`config.mk`:
```
export PLATFORM = sky130hd
export DESIGN_NAME = demux_scan_scheduler
export DESIGN_NICKNAME = d
export VERILOG_FILES = /design/src/rtl/demux_scan_scheduler.sv
export SDC_FILE = /design/constraint.sdc
export NUM_CORES = 1
export LEC_CHECK = 0
export ABC_AREA = 0
export CELL_PAD_IN_SITES_DETAIL_PLACEMENT = 0
export CELL_PAD_IN_SITES_GLOBAL_PLACEMENT = 2
export CORE_MARGIN = 4
export CORE_UTILIZATION = 40
export CTS_CLUSTER_DIAMETER = 80
export DETAILED_ROUTE_END_ITERATION = 7
export DONT_BUFFER_PORTS = 1
export PLACE_DENSITY_LB_ADDON = 0.1
export SYNTH_ARGS = -nofsm -noshare
export SYNTH_HDL_FRONTEND = slang
export SYNTH_SLANG_ARGS = --single-unit
```
`constraint.sdc`:
```
create_clock -name CLK -period 5.1 [get_ports CLK]
set_input_delay 0.255 -clock CLK [delete_from_list [all_inputs] [get_ports CLK]]
set_output_delay 0.255 -clock CLK [all_outputs]
set_load 0.02 [all_outputs]
```
`src/rtl/demux_scan_scheduler.sv`:
```
// Round-robin scheduler driving the S/E lines of a 1:16 demux.
// Each grant is GUARD blanking cycles (E=0) followed by a DWELL-cycle slot (E=1).
module demux_scan_scheduler #(
   parameter int GUARD   = 1,
   parameter int DWELL_W = 8
) (
   input  logic               CLK,
   input  logic               RST,
   input  logic               EN,
   input  logic [15:0]        REQ,
   input  logic [DWELL_W-1:0] DWELL,
   output logic [3:0]         S,
   output logic               E,
   output logic               BUSY,
   output logic               CH_DONE
);

   localparam int GCW = (GUARD > 1) ? $clog2(GUARD) : 1;
   localparam logic [GCW-1:0] GLOAD = GCW'((GUARD > 0) ? (GUARD - 1) : 0);

   typedef enum logic [1:0] {
      ST_IDLE  = 2'd0,
      ST_GUARD = 2'd1,
      ST_ON    = 2'd2
   } state_t;

   state_t             state_q, state_d;
   logic [3:0]         ptr_q, ptr_d;
   logic [3:0]         s_q, s_d;
   logic               e_q, e_d;
   logic               busy_q, busy_d;
   logic               done_q, done_d;
   logic [GCW-1:0]     gcnt_q, gcnt_d;
   logic [DWELL_W-1:0] dcnt_q, dcnt_d;

   logic [4:0]         pick;
   logic               grant_vld;
   logic [3:0]         grant_ch;
   logic [DWELL_W-1:0] dwell_m1;
   logic               do_grant;
   logic               enter_on;

   // Search starts just after the last grant; the last-granted channel is checked last.
   function automatic logic [4:0] rr_pick(input logic [15:0] req, input logic [3:0] ptr);
      logic       found;
      logic [3:0] idx;
      logic [3:0] ch;
      found = 1'b0;
      ch    = 4'd0;
      for (int k = 1; k <= 16; k++) begin
         idx = ptr + 4'(k);
         if (!found && req[idx]) begin
            found = 1'b1;
            ch    = idx;
         end else begin
            found = found;
         end
      end
      return {found, ch};
   endfunction

   assign pick      = rr_pick(REQ, ptr_q);
   assign grant_vld = pick[4];
   assign grant_ch  = pick[3:0];
   // Dwell counter holds remaining cycles minus one, so DWELL=0 behaves like DWELL=1.
   assign dwell_m1  = (DWELL == '0) ? '0 : (DWELL - DWELL_W'(1));

   always_comb begin
      state_d  = state_q;
      ptr_d    = ptr_q;
      s_d      = s_q;
      gcnt_d   = gcnt_q;
      dcnt_d   = dcnt_q;
      do_grant = 1'b0;
      enter_on = 1'b0;

      case (state_q)
         ST_IDLE: begin
            if (EN && grant_vld) begin
               do_grant = 1'b1;
            end else begin
               state_d = ST_IDLE;
            end
         end
         ST_GUARD: begin
            if (!EN) begin
               state_d = ST_IDLE;
            end else if (gcnt_q == '0) begin
               enter_on = 1'b1;
            end else begin
               gcnt_d = gcnt_q - GCW'(1);
            end
         end
         ST_ON: begin
            if (!EN) begin
               state_d = ST_IDLE;
            end else if (dcnt_q == '0) begin
               if (grant_vld) begin
                  do_grant = 1'b1;
               end else begin
                  state_d = ST_IDLE;
               end
            end else begin
               dcnt_d = dcnt_q - DWELL_W'(1);
            end
         end
         default: begin
            state_d = ST_IDLE;
         end
      endcase

      if (do_grant) begin
         ptr_d = grant_ch;
         s_d   = grant_ch;
         if (GUARD > 0) begin
            state_d = ST_GUARD;
            gcnt_d  = GLOAD;
         end else begin
            enter_on = 1'b1;
         end
      end else begin
         ptr_d = ptr_d;
      end

      if (enter_on) begin
         state_d = ST_ON;
         dcnt_d  = dwell_m1;
      end else begin
         dcnt_d = dcnt_d;
      end

      // Outputs are precomputed from next state so every port is a flop.
      e_d    = (state_d == ST_ON);
      busy_d = (state_d != ST_IDLE);
      done_d = (state_d == ST_ON) && (dcnt_d == '0);
   end

   always_ff @(posedge CLK) begin
      if (RST) begin
         state_q <= ST_IDLE;
         ptr_q   <= 4'd15;
         s_q     <= 4'd0;
         e_q     <= 1'b0;
         busy_q  <= 1'b0;
         done_q  <= 1'b0;
         gcnt_q  <= '0;
         dcnt_q  <= '0;
      end else begin
         state_q <= state_d;
         ptr_q   <= ptr_d;
         s_q     <= s_d;
         e_q     <= e_d;
         busy_q  <= busy_d;
         done_q  <= done_d;
         gcnt_q  <= gcnt_d;
         dcnt_q  <= dcnt_d;
      end
   end

   assign S       = s_q;
   assign E       = e_q;
   assign BUSY    = busy_q;
   assign CH_DONE = done_q;

endmodule

```
==> results_dict.tcl <==
set metrics [dict create \
    status "completed" \
    timing.final.crit_share_pct 83.72 \
    syn_inst 410 \
    wl_per_cell_um 22.36 \
    power_frac_comb_pct 87.4 \
    grt_pass1_vias 3015 \
    max-slew-margin-rel_pct 37.52 \
    n_fill_cell 901 \
    ys_warn_count 0 \
    synthesis.nets 448 \
    post-place-ws_ns 0.8414 \
    timing.fmax_ghz 0.2342 \
    p_int_mw 1.203 \
    syn_to_final_growth_pct 2.776 \
    fin_cells 507 \
    crit_buf_inv 1 \
    swShare_pct 55.08 \
    critPathTopFamily "compound AO/OA/AOI/OAI gates" \
    yosysTopAreaCell "mux4_2" \
    slew_violations 0 \
    synthesis.area_mm2 0.003561 \
    rsz0062_at_grt "false" \
    clock-root-buffer "clkbuf_8" \
    avgSynthCellArea_um2 8.685 \
    max_stage_delay_ns 0.61 \
    start_util_pct 41.03 \
    grt_usage_pct 21.87 \
    yosysSeqAreaShare_pct 11.81 \
    dr.pass1.iters 4 \
    crit_required_ns 5.23 \
    finalSetupViolCount 0 \
    cts_buffers 3 \
    drt-initial-drc-count 222 \
    vias 3286 \
    fin_ws_ns 0.8305 \
    rrSetupSlack_ns 0.83 \
    whs_ns 0.04972 \
    clock_path_buffers 2 \
    totalWireLength_mm 11.33 \
    num_rows 34 \
    period_needed_ns 4.269 \
    diodes 0 \
    cts.sinks 21 \
    dp_hpwl_mm 8.820 \
    cts_setup_buffers 0 \
    portBuffers 0 \
    grt_pass1_wl_mm 17.73 \
    yosysMostFrequentCell "mux2i_1" \
    max_cap_viol_count 0 \
    dp.cells 503 \
    synth_edf_count 0 \
    path_cells "buf_4, ha_1, xor2_2, mux4_2, and2_1, a21oi_4, and3b_1, a2bb2oi_1, o31a_1, o211ai_1, a31oi_1" \
    clkTransAtPathRegs_ns 0.08 \
    hold_path_class "input pin to register" \
    grt_start_max_net_pins 27 \
    path_max_fanout 22 \
    ir_worst_vdd_mv 0.2811 \
    die_w_um 102.4 \
    clock_power_share_pct 4.2 \
    yosysTopAreaCellShare_pct 16.44 \
    ys.flop_type "dfxtp_1" \
    coreArea_mm2 0.008678 \
    synth_seq_cells 21 \
    num-nets-final 438 \
    cp-startpoint "ptr_q[0]$_SDFFE_PP1N_" \
    async_flop_share_pct 0 \
    cts_tree "yes" \
    die-area_mm2 0.01048 \
    ctsHoldBuffers 0 \
    worst_ep_arrival_time_ns 4.40 \
    layout-drive-gt1-share_pct 16.04 \
    yosys-top-cells-area "mux4_2 16%, dfxtp_1 12%, mux2i_1 12%" \
    finClkSkew_ns 0.004024 \
    worst_setup_path_start_kind "register" \
    synthTopCellsByCount "42 x mux2i_1, 35 x nor2_1, 33 x nand2_1" \
    min_from "RST" \
    p_sw_mw 1.475 \
    cts_resized 0 \
    tightest_slew_ns 0.9293 \
    yosysUniqueCellTypes 70 \
    ant_nets 0 \
    p_seq_share_pct 8.4 \
    vias_per_cell 6.481 \
    htreeDepth 1 \
    gp_congestion 0.9719 \
    ios 34 \
    route.detailed.drc 0 \
    reg2reg_from "ptr_q[0]$_SDFFE_PP1N_" \
    p_per_area_mw_per_mm2 731.6 \
    crit_slowest_cell "xor2_2" \
    grt_antenna_before_repair 0 \
    hold_violations 0 \
    die_y_um 102.4 \
    worstSkewPairLatency_ns 0.26 \
    leakage_nw 1.333 \
    worst_setup_path_end_kind "register" \
    fin_tns_setup_ns 0 \
    path_class "register to register" \
    overflow 0 \
]
==> power by group through the flow <==
stage | Sequential [mW] | Clock (mW) | Combinational, mW
floorplan | 0.226 | 0 | 1.81
global placement | 0.228 | 0 | 2.33
detailed placement | 0.229 | 0 | 2.28
CTS | 0.225 | 0.114 | 2.29
global route | 0.229 | 0.121 | 2.51
finish | 0.225 | 0.113 | 2.34
==> logic make-up after synthesis <==
kind of cell,after synthesis,synth area share (%)
simple gates,137,19.36
compound gates,96,18.94
mux,84,33.98
buf+inv,35,5.025
xor+xnor,26,7.028
flops,21,11.81
fa+ha+maj,11,3.865
==> sequential cells by signal (all words and copies together), names as in the netlist <==
| signal | count |
|---|---|
| dcnt_q | 8 |
| S | 4 |
| ptr_q | 4 |
| state_q | 2 |
| BUSY | 1 |
| CH_DONE | 1 |
| E | 1 |
==> final timing paths <==
| kind | end | cells past startpoint |
|---|---|---|
| worst min-delay path | S[2]$_SDFFE_PP0N_ | 1 |
| worst max-delay path | ptr_q[2]$_SDFFE_PP1N_ | 11 |
| worst max register to register | ptr_q[2]$_SDFFE_PP1N_ | 11 |
| worst min register to register | S[0]$_SDFFE_PP0N_ | 2 |
==> cell type report <==
class                      count  area, um2  share of cell area [%]
sequential                    21      420.4                   11.49
inverter                      14      52.55                   1.436
timing repair buffer           6      45.04                   1.231
multi-input combinational    354       2962                   80.92
clock buffer                   4      45.04                   1.231
tap                          108      135.1                   3.692
==> routing by layer <==
| layer | routed length [um] | global-route usage (%) | vias up |
|---|---|---|---|
| met5 | 0 | 0 | - |
| met4 | 122 | 4.339 | 0 |
| met3 | 734 | 4.642 | 12 |
| met2 | 4836 | 31.58 | 120 |
| met1 | 5640 | 33.47 | 1602 |
| li1 | - | - | 1552 |
==> per-stage QoR <==
| step | instance area (um2) | total power [mW] | util [%] |
|---|---|---|---|
| 6_report | 3660 | 2.677 | 42.17 |
| 3_5_place_dp | 3615 | 2.512 | 41.65 |
| 5_1_grt | 3660 | 2.861 | 42.17 |
| 2_1_floorplan | 3561 | 2.039 | - |
| 3_3_place_gp | 3615 | 2.559 | 41.65 |
| 4_1_cts | 3660 | 2.633 | 42.17 |
==> cells in the final DEF, fill, tap and decap left out, types with 8 or more instances in the layout <==
cell type | synthesis | routed
mux2i_1 | 42 | 42
nor2_1 | 35 | 35
nand2_1 | 33 | 33
mux4_2 | 26 | 26
dfxtp_1 | 21 | 21
a21oi_1 | 20 | 20
o21ai_0 | 19 | 19
xnor2_1 | 15 | 15
nand3_1 | 14 | 14
inv_1 | 12 | 12
mux2_2 | 12 | 12
ha_1 | 11 | 11
nor3_1 | 10 | 10
nor2b_1 | 9 | 9
xor2_1 | 8 | 8
Power figures use the tool's default switching activity.
